==> config.mk <==
export PLATFORM = sky130hd
export DESIGN_NAME = boot_rom_arb
export DESIGN_NICKNAME = d
export VERILOG_FILES = /design/src/rtl/boot_rom_arb.sv
export SDC_FILE = /design/constraint.sdc
export NUM_CORES = 1
export LEC_CHECK = 0
export CELL_PAD_IN_SITES_DETAIL_PLACEMENT = 0
export CELL_PAD_IN_SITES_GLOBAL_PLACEMENT = 2
export CORE_UTILIZATION = 13
export DETAILED_ROUTE_END_ITERATION = 10
export PLACE_DENSITY_LB_ADDON = 0.1
export SYNTH_ARGS = -nofsm -noshare
export SYNTH_HDL_FRONTEND = slang
export SYNTH_SLANG_ARGS = --single-unit
export TNS_END_PERCENT = 50
==> constraint.sdc <==
create_clock -name clk -period 1.85 [get_ports clk]
set_clock_uncertainty 0.05 [all_clocks]
set_input_delay 0.4625 -clock clk [delete_from_list [all_inputs] [get_ports clk]]
set_output_delay 0.4625 -clock clk [all_outputs]
set_load 0.01 [all_outputs]
==> src/rtl/boot_rom_arb.sv <==
// boot_rom_arb: shares a single-ported, registered-read boot ROM between the
// instruction-fetch port (port 0) and a data-load port (port 1).
//
// Handshake semantics (both directions, both ports): a transfer happens on a
// rising edge where valid and ready are both high. A requester holds req_vld
// and its address stable until req_rdy; dropping req_vld earlier withdraws the
// request. A response (rsp_vld, rsp_data, rsp_err) stays stable until the
// owning port's rsp_rdy is seen high at a rising edge.
//
// Only one transaction is in flight. Ties are broken round-robin using the
// last-granted port; invalid addresses are answered with rsp_err=1 and data 0
// without touching the ROM.
module boot_rom_arb #(
    parameter int ROM_DEPTH = 14,
    parameter int ROM_AW    = 4
) (
    input  logic              clk,
    input  logic              rst,
    input  logic [1:0]        req_vld,
    input  logic [31:0]       req_addr0,
    input  logic [31:0]       req_addr1,
    output logic [1:0]        req_rdy,
    output logic [1:0]        rsp_vld,
    input  logic [1:0]        rsp_rdy,
    output logic [31:0]       rsp_data,
    output logic              rsp_err,
    output logic              rom_cs,
    output logic [ROM_AW-1:0] rom_addr,
    input  logic [31:0]       rom_data,
    output logic [1:0]        dbg_state
);

    typedef enum logic [1:0] {
        S_IDLE = 2'd0,
        S_READ = 2'd1,
        S_RESP = 2'd2
    } state_t;

    // ROM_DEPTH widened by one bit so an index compare cannot overflow.
    localparam logic [ROM_AW:0] DEPTH_L = (ROM_AW + 1)'(ROM_DEPTH);

    state_t             r_state;
    state_t             w_next;
    logic               r_lg;
    logic               r_port;
    logic [31:0]        r_data;
    logic               r_err;

    logic               w_accept;
    logic               w_gnt_port;
    logic [31:0]        w_addr;
    logic [ROM_AW-1:0]  w_idx;
    logic               w_dec_err;

    // Arbitration and address decode of the candidate winner.
    always_comb begin
        w_accept = (r_state == S_IDLE) && (req_vld != 2'b00);
        if (req_vld == 2'b11) begin
            w_gnt_port = ~r_lg;
        end else begin
            w_gnt_port = req_vld[1];
        end
        w_addr    = w_gnt_port ? req_addr1 : req_addr0;
        w_idx     = w_addr[ROM_AW+1:2];
        w_dec_err = (w_addr[1:0] != 2'b00)
                 || (w_addr[31:ROM_AW+2] != '0)
                 || ({1'b0, w_idx} >= DEPTH_L);
    end

    // Next-state logic and all handshake / ROM-side outputs.
    always_comb begin
        w_next   = r_state;
        req_rdy  = 2'b00;
        rsp_vld  = 2'b00;
        rom_cs   = 1'b0;
        rom_addr = '0;
        case (r_state)
            S_IDLE: begin
                if (w_accept) begin
                    req_rdy = w_gnt_port ? 2'b10 : 2'b01;
                    if (w_dec_err) begin
                        w_next = S_RESP;
                    end else begin
                        rom_cs   = 1'b1;
                        rom_addr = w_idx;
                        w_next   = S_READ;
                    end
                end
            end
            S_READ: begin
                w_next = S_RESP;
            end
            S_RESP: begin
                rsp_vld = r_port ? 2'b10 : 2'b01;
                if (rsp_rdy[r_port]) begin
                    w_next = S_IDLE;
                end
            end
            default: begin
                w_next = S_IDLE;
            end
        endcase
    end

    // State register, grant pointer and the held response.
    always_ff @(posedge clk) begin
        if (rst) begin
            r_state <= S_IDLE;
            r_lg    <= 1'b1;
            r_port  <= 1'b0;
            r_data  <= '0;
            r_err   <= 1'b0;
        end else begin
            r_state <= w_next;
            if (w_accept) begin
                r_lg   <= w_gnt_port;
                r_port <= w_gnt_port;
                r_err  <= w_dec_err;
                r_data <= '0;
            end
            if (r_state == S_READ) begin
                r_data <= rom_data;
                r_err  <= 1'b0;
            end
        end
    end

    assign rsp_data  = r_data;
    assign rsp_err   = r_err;
    assign dbg_state = r_state;

endmodule

# Yosys cells after proc, flatten, opt, wreduce, memory -nomap -nowiden
# Index checks and enable logic that the tools add are counted.
[totals]
ff_bits = 37
latchBits = 0
ramBits = 0
romBits = 0
input_bits = 102
output_inout_bits = 44
wordCells = 44
mem_count = 0
[op_classes]
n_addsub = 0
mul = 0
n_div = 0
n_lt_le_gt_ge = 2
eq_ne = 5
n_shift = 0
muxes = 21
bitwise = 1
n_reduce_logical = 10
[op_table]
columns = ["cell", "count"]
rows = [
  ["32-bit two-way mux", 3],
  ["26-bit nonzero test", 1],
  ["2-bit two-way mux", 8],
  ["4-bit two-way mux", 3],
  ["1-bit two-way mux", 6],
  ["2-bit case mux with 3 select lines", 1],
  ["2-bit nonzero test", 3],
  ["2-bit == test, second input constant", 2],
  ["4-bit greater-or-equal comparator, second input constant", 1],
  ["2-bit != test, second input constant", 2],
  ["2-bit by 1-bit == test with 1-bit output, second input constant", 1],
  ["2-bit logical NOT", 1],
  ["1-bit logical OR", 2],
  ["1-bit by 2-bit < comparator with 1-bit output, second input constant", 1],
  ["2-bit AND reduction", 1],
  ["2-bit OR reduction", 1],
  ["1-bit logical AND", 1],
  ["1-bit inverter", 1],
]

# Longest topological paths before layout
[depth]
ltp_word = 9
mapped_depth = 6
ltp_nobuf = 5

# Worst setup path before layout
# Ideal clock, no wire load.
[synth_timing]
path_kind = "input -> output"
startpoint = "input port req_addr0[8]"
endpoint = "output port rom_addr[0]"
arrival_ns = 1.553
slack_ns = -0.216
stages = 5
path_cell_list = "nor4_1 -> nand4_1 -> a311oi_2 -> o221ai_2 -> a21oi_1"
[synth_via]
elab_chain_len = 7
[synth_rtl]
columns = ["item", "line", "text"]
rows = [
  ["start: declaration", "20", "input logic [31:0] req_addr0,"],
  ["32-bit two-way mux", "63", "w_addr = w_gnt_port ? req_addr1 : req_addr0;"],
  ["26-bit nonzero test", "66", "|| (w_addr[31:ROM_AW+2] != '0)"],
  ["1-bit logical OR", "66", ""],
  ["1-bit logical OR", "67", "|| ({1'b0, w_idx} >= DEPTH_L);"],
  ["4-bit two-way mux", "81", "if (w_dec_err) begin"],
  ["4-bit two-way mux", "79", "if (w_accept) begin"],
  ["4-bit two-way mux", "77", "case (r_state)"],
  ["end: declaration", "28", "output logic [ROM_AW-1:0] rom_addr,"],
]
# No other way between the ends.

# Worst setup path in the final report
[layout_timing]
startpoint = "input port req_addr0[11]"
endpoint = "output port rom_addr[3]"
# Same word-level chain as after synthesis.

==> flow_metrics.py <==
metrics = {
    "outcome": {
        "status": "complete, but fails checks",
        "violations": "negative setup slack",
    },
    "global_routing": {
        "grt_pass1_vias": 2107,
        "gr-usage-all-layers_pct": 11.14,
        "grt_max_degree": 27,
        "grt_overflow": 0,
        "antenna_found_initial": 0,
        "grt_first_pass_wirelength_mm": 10.94,
    },
    "synthesis": {
        "synth_fp_nets": 284,
        "syn_area_mm2": 0.001587,
        "synth-edff-count": 0,
        "netlist_instances": 182,
        "yosysMostFrequentCell": "nor2_1",
        "ys_ff_latch": 37,
        "yosysUniqueCellTypes": 33,
        "yosys_warnings": 0,
        "synth.area.top_cells": "dfxtp_1 47%, a22oi_1 15%, nor2_1 9.5%",
        "seq_area_frac_synth_pct": 46.69,
        "yosysTopAreaCell": "dfxtp_1",
        "synth_ff_type": "dfxtp_1",
        "synth.avg_cell_area_um2": 8.717,
        "synth_common_cells": "40 x nor2_1, 37 x dfxtp_1, 32 x a22oi_1",
        "async_flop_share_pct": 0,
        "yosys.area.top_type_share_pct": 46.69,
    },
    "sta": {
        "final_hold_viol_count": 0,
        "finalWorstSetupSlack_ns": -0.6002,
        "rsz0062_at_grt": "yes",
        "setup_viol_count_final": 6,
        "slew_headroom_pct": 78.64,
        "tightest_slew_ns": 0.3204,
        "fmax_mhz": 408.1,
        "slew_violations": 0,
        "fin_crit_sh_pct": 132.4,
        "fin_crit_ns": 2.450,
    },
    "finish": {
        "nNetsFinal": 456,
        "stdcell_area_mm2": 0.003671,
        "n_fill_cell": 1251,
        "stdcell_count": 497,
        "drive_above_1_share_pct": 26.84,
        "area_growth_pct": 131.4,
        "final_util_pct": 31.48,
        "antenna_cells": 0,
    },
    "worst_setup_path": {
        "worstPathRequired_ns": 1.34,
        "worstSetupPathType": "in -> out",
        "rr_endpoint": "rsp_err",
        "end_kind": "output port",
        "r2r_slack_ns": -0.04,
        "crit_fanout": 5,
        "r2r_cells": 8,
        "cp.arrival_ns": 1.94,
        "cp-start-kind": "primary input",
        "r2r-start": "dbg_state[0]",
    },
    "floorplan": {
        "die_w_um": 112.5,
        "initial_core_util_pct": 13.60,
        "die_area_mm2": 0.01265,
        "die_y_um": 112.5,
        "placementRows": 39,
        "ios": 146,
        "core_region_area_mm2": 0.01166,
    },
    "cts": {
        "cts_buffers": 5,
        "clockBufferDepth": 2,
        "root_buffer": "clkbuf_16",
        "cts_sinks": 37,
        "clkTransAtPathRegs_ns": 0.05,
        "clk-insertion-delay-late_ns": 0.27,
        "htreeDepth": 2,
        "cts_tree": "yes",
    },
    "drt": {
        "ant_nets": 0,
        "drt_iter0_markers": 42,
        "avgRoutedWirePerCell_um": 13.95,
        "num_vias": 2009,
        "drc": 0,
        "drt-vias-per-instance": 4.042,
        "dr.pass1.iters": 4,
        "wl_mm": 6.935,
    },
    "pwr": {
        "p_leak_nw": 1.527,
        "vdd_drop_max_mv": 0.3375,
        "power_density_mw_per_mm2": 558.9,
    },
    "min_path": {
        "hold_class": "reg -> reg",
        "min_from": "rsp_data[5]",
        "worstHoldPathCells": 2,
        "min_delay_worst_endpoint": "rsp_data[5]",
    },
    "placed_design": {
        "dpl.hpwl_mm": 5.305,
        "routabilityCongestion": 0.6661,
        "port_buffers": 145,
        "dpl_cell_area_mm2": 0.003415,
        "dpl.cell_count": 482,
    },
    "flow_run": {
        "max-cap-violations": 0,
    },
}
[how the worst max path moves through the flow]
stage                   from     endpoint  slack (ns)  cells past startpoint
3_3_place_gp    req_addr0[6]  rom_addr[1]       -1.24                      7
6_report       req_addr0[11]  rom_addr[3]       -0.60                      8
3_5_place_dp    req_addr0[8]  rom_addr[3]       -1.28                      7
4_1_cts         dbg_state[0]  rom_addr[3]       -0.71                      7
5_1_grt        req_addr0[26]  rom_addr[0]       -0.72                      8
2_1_floorplan   req_addr0[0]  rom_addr[0]       -0.12                      5
[metrics by stage]
step           setup TNS [ns]  hold WS, ns  worst slack [ns]   power, W
2_1_floorplan         -0.5536       0.4207           -0.1218  0.0009201
3_5_place_dp           -15.43       0.4376            -1.281   0.001246
6_report               -2.960       0.4409           -0.6002   0.002052
4_1_cts                -3.498       0.4515           -0.7064   0.002104
3_3_place_gp           -15.26       0.4279            -1.240   0.001247
5_1_grt                -3.696       0.4728           -0.7195   0.002163
[critical path, stage by stage]
cell,delay (ns)
buf_2,0.11
nor4_4,0.28
nand4_1,0.18
a311oi_4,0.31
o221ai_4,0.21
buf_6,0.16
a21oi_2,0.09
buf_2,0.14
[metal layers]
| metal | routed length (µm) | track usage [%] | up-vias |
|---|---|---|---|
| met3 | 409 | 3.186 | 9 |
| li1 | - | - | 1011 |
| met2 | 3593 | 19.79 | 71 |
| met4 | 121 | 3.644 | 0 |
| met1 | 2812 | 12.83 | 918 |
| met5 | 0 | 0 | - |
[where the power goes]
group / switching (W) / internal, W
combinational: 0.000152 / 0.000240
clock: 0.000318 / 0.000529
sequential: 0.00000817 / 0.000805
total: 0.000478 / 0.00157
[registers in the layout, summed over array words and instances, names as in the netlist]
name and cells:
r_port 1, r_lg 1, rsp_err 1, dbg_state 2
rsp_data 32
[kinds of logic after synthesis]
logic type             synth area share (%)
AND/OR/NAND/NOR                       26.03
buffers and inverters                 3.786
AO/OA/AOI/OAI                         22.87
flip-flops                            46.69
multiplexers                         0.6309
[final cells by class]
cell class                      instances  area, µm²  area share [%]
Timing Repair Buffer                  177       1648           44.89
Multi-Input combinational cell        131      950.9           25.90
Sequential cell                        37      743.2           20.25
Tap cell                              143      178.9           4.874
Clock buffer                            7      142.6           3.885
Inverter                                2      7.507          0.2045
[cell usage in the layout (no fill, tap or decap), types with 2 or more instances in the layout]
master / count
buf_4: 22
nor4_4: 4
nand2_1: 11
dfxtp_2: 2
clkbuf_16: 5
dlygate4sd2_1: 16
dfxtp_1: 35
nand4_1: 3
nand2_2: 2
a22oi_1: 32
nor2_1: 39
buf_12: 2
clkbuf_2: 10
buf_2: 13
clkdlybuf4s50_1: 83
a21oi_2: 4
dlymetal6s2s_1: 14
nor4_2: 9
a21oi_1: 3
o21ai_1: 2
buf_6: 9
clkdlybuf4s15_1: 8
nor3_1: 2
[timing repair]
item,4_1_cts,5_1_grt
hold buffers,0,0
hold endpoints to repair,0,0
setup buffers,7,1
gates resized for setup,118,46
endpoints found under the setup margin,13,11
pin swaps,22,23
Power figures use the tool's default switching activity.
